===== src/rtl/n64_controller_responder.sv =====
// Controller-side N64 single-wire responder: decodes console command bytes and
// answers poll (0x01) with status_word and info/reset (0x00/0xFF) with ID_WORD.
module n64_controller_responder #(
   parameter int          CLKS_PER_US   = 14,
   parameter logic [23:0] ID_WORD       = 24'h050002,
   parameter int          TURNAROUND_US = 2,
   parameter int          TIMEOUT_US    = 16
) (
   input  logic        clk,
   input  logic        rst_n,
   input  logic        line_in,
   output logic        drive_low,
   input  logic [31:0] status_word,
   output logic [7:0]  cmd,
   output logic        cmd_valid,
   output logic        busy
);

   localparam int US       = CLKS_PER_US;
   localparam int SAMPLE   = 2 * US;
   localparam int ARM_CYC  = 4 * US;
   localparam int TURN_CYC = TURNAROUND_US * US;
   localparam int TO_CYC   = TIMEOUT_US * US;
   localparam int BIT_CYC  = 4 * US;
   localparam int STOP_LO  = 2 * US;
   localparam int STOP_CYC = 3 * US;
   localparam int CW       = $clog2(TO_CYC + ARM_CYC + BIT_CYC + TURN_CYC + 1) + 1;

   typedef enum logic [2:0] {ARM, IDLE, RX, TURN, TX, STOP} state_t;

   state_t         state_q, state_d;
   logic [2:0]     sync_q, sync_d;
   logic [CW-1:0]  cnt_q, cnt_d;
   logic [3:0]     bit_q, bit_d;
   logic [7:0]     rx_sr_q, rx_sr_d;
   logic [31:0]    tx_sr_q, tx_sr_d;
   logic [5:0]     tx_left_q, tx_left_d;
   logic [7:0]     cmd_q, cmd_d;
   logic           cmd_valid_q, cmd_valid_d;
   logic           busy_q, busy_d;
   logic           drive_low_q, drive_low_d;
   logic           line, fall;

   assign line      = sync_q[1];
   assign fall      = sync_q[2] & ~sync_q[1];
   assign drive_low = drive_low_q;
   assign cmd       = cmd_q;
   assign cmd_valid = cmd_valid_q;
   assign busy      = busy_q;

   always_comb begin
      state_d     = state_q;
      sync_d      = {sync_q[1:0], line_in};
      cnt_d       = cnt_q + 1'b1;
      bit_d       = bit_q;
      rx_sr_d     = rx_sr_q;
      tx_sr_d     = tx_sr_q;
      tx_left_d   = tx_left_q;
      cmd_d       = cmd_q;
      cmd_valid_d = 1'b0;
      busy_d      = busy_q;
      case (state_q)
         ARM: begin
            busy_d = 1'b0;
            if (!line) cnt_d = '0;
            else if (cnt_q == CW'(ARM_CYC - 1)) begin
               state_d = IDLE;
               cnt_d   = '0;
            end
         end
         IDLE: begin
            cnt_d = '0;
            if (fall) begin
               state_d = RX;
               busy_d  = 1'b1;
               bit_d   = '0;
            end
         end
         RX: begin
            if (fall) cnt_d = '0;
            else if (cnt_q >= CW'(TO_CYC)) begin
               state_d = ARM;
               busy_d  = 1'b0;
               cnt_d   = '0;
            end else if (cnt_q == CW'(SAMPLE)) begin
               if (bit_q < 4'd8) begin
                  rx_sr_d = {rx_sr_q[6:0], line};
                  bit_d   = bit_q + 4'd1;
               end else if (!line) begin
                  state_d = ARM;
                  busy_d  = 1'b0;
                  cnt_d   = '0;
               end else begin
                  // Stop bit read high: the rising edge is already behind us.
                  cmd_d       = rx_sr_q;
                  cmd_valid_d = 1'b1;
                  cnt_d       = '0;
                  if (rx_sr_q == 8'h01) begin
                     state_d   = TURN;
                     tx_sr_d   = status_word;
                     tx_left_d = 6'd32;
                  end else if (rx_sr_q == 8'h00 || rx_sr_q == 8'hFF) begin
                     state_d   = TURN;
                     tx_sr_d   = {ID_WORD, 8'h00};
                     tx_left_d = 6'd24;
                  end else begin
                     state_d = IDLE;
                     busy_d  = 1'b0;
                  end
               end
            end
         end
         TURN: begin
            if (cnt_q == CW'(TURN_CYC - 1)) begin
               state_d = TX;
               cnt_d   = '0;
            end
         end
         TX: begin
            if (cnt_q == CW'(BIT_CYC - 1)) begin
               cnt_d     = '0;
               tx_sr_d   = {tx_sr_q[30:0], 1'b0};
               tx_left_d = tx_left_q - 6'd1;
               if (tx_left_q == 6'd1) state_d = STOP;
            end
         end
         STOP: begin
            if (cnt_q == CW'(STOP_CYC - 1)) begin
               state_d = IDLE;
               busy_d  = 1'b0;
               cnt_d   = '0;
            end
         end
         default: begin
            state_d = ARM;
            cnt_d   = '0;
         end
      endcase
      // Drive is a function of the next state so the pad sees a clean registered edge.
      drive_low_d = ((state_d == TX) && (cnt_d < (tx_sr_d[31] ? CW'(US) : CW'(3 * US)))) ||
                    ((state_d == STOP) && (cnt_d < CW'(STOP_LO)));
   end

   always_ff @(posedge clk or negedge rst_n) begin
      if (!rst_n) begin
         state_q     <= ARM;
         sync_q      <= 3'b111;
         cnt_q       <= '0;
         bit_q       <= '0;
         rx_sr_q     <= '0;
         tx_sr_q     <= '0;
         tx_left_q   <= '0;
         cmd_q       <= 8'h00;
         cmd_valid_q <= 1'b0;
         busy_q      <= 1'b0;
         drive_low_q <= 1'b0;
      end else begin
         state_q     <= state_d;
         sync_q      <= sync_d;
         cnt_q       <= cnt_d;
         bit_q       <= bit_d;
         rx_sr_q     <= rx_sr_d;
         tx_sr_q     <= tx_sr_d;
         tx_left_q   <= tx_left_d;
         cmd_q       <= cmd_d;
         cmd_valid_q <= cmd_valid_d;
         busy_q      <= busy_d;
         drive_low_q <= drive_low_d;
      end
   end

endmodule


===== config.mk =====
export PLATFORM = sky130hd
export DESIGN_NAME = n64_controller_responder
export DESIGN_NICKNAME = d
export VERILOG_FILES = /design/src/rtl/n64_controller_responder.sv
export SDC_FILE = /design/constraint.sdc
export NUM_CORES = 1
export LEC_CHECK = 0
export BUFFER_PORTS_ARGS = -buffer_cell sky130_fd_sc_hd__buf_2
export CAP_MARGIN = 10
export CORE_ASPECT_RATIO = 1.75
export CORE_MARGIN = 3
export CORE_UTILIZATION = 60
export CTS_CLUSTER_SIZE = 24
export DETAILED_ROUTE_END_ITERATION = 10
export GPL_ROUTABILITY_DRIVEN = 0
export GPL_TIMING_DRIVEN = 0
export PLACE_DENSITY = 0.82
export SYNTH_ARGS = -nofsm -noshare
export SYNTH_HDL_FRONTEND = slang
export SYNTH_SLANG_ARGS = --single-unit

===== constraint.sdc =====
create_clock -name clk -period 4.7 [get_ports clk]
set_input_delay 0.47 -clock clk [delete_from_list [all_inputs] [get_ports clk]]
set_output_delay 0.47 -clock clk [all_outputs]
set_load 0.05 [all_outputs]

==> reports/metrics.yaml <==
drt:
  antenna_left: 0
  num_vias: 3187
  vias_per_cell: 5.92
  drc: 0
  wl_per_cell_um: 16.5
  first_pass_iters: 4
  wirelength_mm: 8.90
  drt_iter0_drc: 133
clock_network:
  cts_resized: 0
  post_cts_buffers: 0
  cts_made_buffers: 9
  hold_buffers: 0
  tritoncts: "yes"
  clock_latency_ns: 0.36
  clk_pin_slew_ns: 0.08
  htreeDepth: 3
  cts.sinks: 77
  clockBufferDepth: 2
  cts_root_buf: "clkbuf_8"
critical_path:
  reg2reg_depth: 13
  slowest_stage: "or4_4"
  critPathRequiredTime_ns: 4.93
  worstSetupStartpointType: "register"
  critPathMaxStageDelay_ns: 0.57
  rr_startpoint: "cnt_q[6]$_DFF_PN0_"
  worst-path-buf-inv: 2
  crit_chain: "buf_6 > or4_4 > nor4b_4 > nor2_1 > a311oi_2 > buf_4 > nor2_1 > ha_1 > o2111ai_1 > a21oi_1 > o22ai_1 > o22ai_1 > o21ai_1"
  r2r-end: "drive_low$_DFF_PN0_"
  worstPathMaxFanout: 10
  cp_top_family: "simple AND/OR/NAND/NOR gates"
  critPathArrivalTime_ns: 3.41
  crit_path_end_kind: "register"
  critPathKind: "reg -> reg"
  worst-r2r-setup-slack_ns: 1.52
pwr:
  total_power_uw: 1280
  ir_drop_uv: 240
  leakagePower_uw: 0.00210
  power_density_nw_per_um2: 280
timing:
  max_freq_mhz: 314
  skew_ns: 0.0111
  rsz0062_at_grt: "no"
  hold_violations: 0
  fin_crit_sh_pct: 67.8
  slew_violations: 0
  worstMarginPinSlew_ns: 0.614
  finalSetupTns_ns: 0
  hold_ws_ns: 0.00835
  slew_headroom_pct: 58.9
  fin_crit_ns: 3.18
  setup_viol: 0
logic_synthesis:
  yosysSeqAreaShare_pct: 48.1
  yosysTopAreaCell: "dfrtp_1"
  synth_top_area_share_pct: 46.1
  avgSynthCellArea_um2: 10.1
  synth.area.top_cells: "dfrtp_1 46%, nand2_1 6.7%, mux2_2 4.8%"
  synth_top_family_by_area: "simple AND/OR/NAND/NOR gates"
  synthesis.instances: 396
  async_reset_ff_share_pct: 100
  synth_xor_area_share_pct: 1.96
  synthFlopType: "dfrtp_1"
  syn_area_um2: 4020
  synthTopCellsByCount: "74 x dfrtp_1, 72 x nand2_1, 33 x nor2_1"
  yosys_warnings: 0
  yosysUniqueCellTypes: 64
  synthAdderAreaFrac_pct: 2.49
  synth-compound-area-share_pct: 15.9
  yosysMostFrequentCell: "dfrtp_1"
  muxShareOfSynthArea_pct: 5.02
  synth-simple-area-share_pct: 22.0
  synth_nets: 439
  synth_edf_count: 0
  ys_seq_elements: 77
global_routing:
  antenna_found_initial: 0
  grtUsageTotal_pct: 25.5
  grt-ovfl-total: 0
  grt_pass1_wl_mm: 14.9
  grt_pass1_vias: 3268
  grt_max_degree: 56
floorplanning:
  die_area_um2: 7750
  start_util_pct: 63.5
  die_w_um: 67.8
  fp.coreArea_um2: 6320
  num_rows: 38
  die_h_um: 114
  ioPinCount: 46
place:
  dp_cells: 522
  port_buffers: 45
  hpwlAfterDp_mm: 6.64
  place_area_um2: 4370
min_path:
  hp-class: "in -> async"
final_layout:
  fin_nets: 496
  synthToLayoutAreaGrowth_pct: 14.5
  antennaDiodeCount: 0
  drive_above_1_share_pct: 26.6
  stdcell_count: 538
  n_fill_cell: 469
  finalInstanceArea_um2: 4600
outcome:
  run_status: "complete, no violations"
flow_run:
  maxCapViolCount: 0
## per-layer routing
metal	part of all wire (%)	GRT usage, %	vias to the layer above
met5	0	0	-
met3	3.8	5.99	29
li1	-	-	1519
met1	39	27.3	1558
met4	3.5	15.3	0
met2	54	44.0	81
## area by class of cell
type	instances	area, µm²	share of cell area [%]
plain buffers	21	130	2.83
clock buffers	12	155	3.38
clock inverters	4	70.1	1.52
inverters	14	52.6	1.14
multi-input cells	284	1900	41.4
flip-flops and latches	77	1930	42.0
well taps	80	100	2.18
repair buffers	46	255	5.55
## per-stage QoR
| stage | util (%) | setup slack [ns] |
|---|---|---|
| global placement | 68.6 | 1.59 |
| global route | 72.7 | 1.19 |
| CTS | 72.7 | 1.51 |
| floorplan | - | 1.87 |
| detailed placement | 69.1 | 1.54 |
| finish | 72.7 | 1.52 |
## state kept, by name (all words and copies together), names as in the netlist
register,count
tx_left_q,6
cnt_q,10
cmd,8
sync_q,3
tx_sr_q,32
busy,1
drive_low,1
bit_q,4
state_q,3
cmd_valid,1
rx_sr_q,8
## logic make-up after synthesis
logic type,Yosys count
xor gates and xnor gates,9
muxes,18
DFF,77
AOI/OAI and AO/OA,82
and+or+nand+nor,167
buffers and inverters,35
adders and majority gates,8
## cell usage in the layout, fill, tap and decap left out, drive strengths merged, types with 4 or more instances in the layout
master  synthesis  final
a21oi           9      9
a22oi          27     27
a41oi           4      4
and3            6      6
buf            13     59
clkbuf          8     20
dfrtp          74     74
ha              8      8
inv            14     14
mux2           17     17
nand2          72     72
nand2b          4      4
nand3          12     12
nand4           5      5
nor2           33     33
nor2b           5      5
nor3            8      8
o21ai          14     14
xnor2           6      6
## worst register-to-register path, delay by kind of cell, from the launching register on
| family | cells | cell delay (ns) |
|---|---|---|
| adders and majority gates | 1 | 0.28 |
| AOI/OAI and AO/OA | 6 | 0.93 |
| and+or+nand+nor | 4 | 1.11 |
| buffers and inverters | 2 | 0.37 |
| DFF | 1 | 0.38 |
## report_power, final
part | switching (µW) | internal (µW)
sequential | 3.51 | 667
combinational | 31.7 | 22.0
clock | 234 | 327
total | 270 | 1020
## how the worst max path moves through the flow
stage	startpoint	endpoint	slack, ns	cells past startpoint
6_report	cnt_q[6]$_DFF_PN0_	drive_low$_DFF_PN0_	1.52	13
5_1_grt	cnt_q[6]$_DFF_PN0_	drive_low$_DFF_PN0_	1.19	13
3_3_place_gp	cnt_q[6]$_DFF_PN0_	drive_low$_DFF_PN0_	1.59	13
4_1_cts	cnt_q[6]$_DFF_PN0_	drive_low$_DFF_PN0_	1.51	13
2_1_floorplan	cnt_q[6]$_DFF_PN0_	drive_low$_DFF_PN0_	1.87	13
3_5_place_dp	cnt_q[6]$_DFF_PN0_	drive_low$_DFF_PN0_	1.54	13
Note: power is estimated with default switching activity, not from simulation.
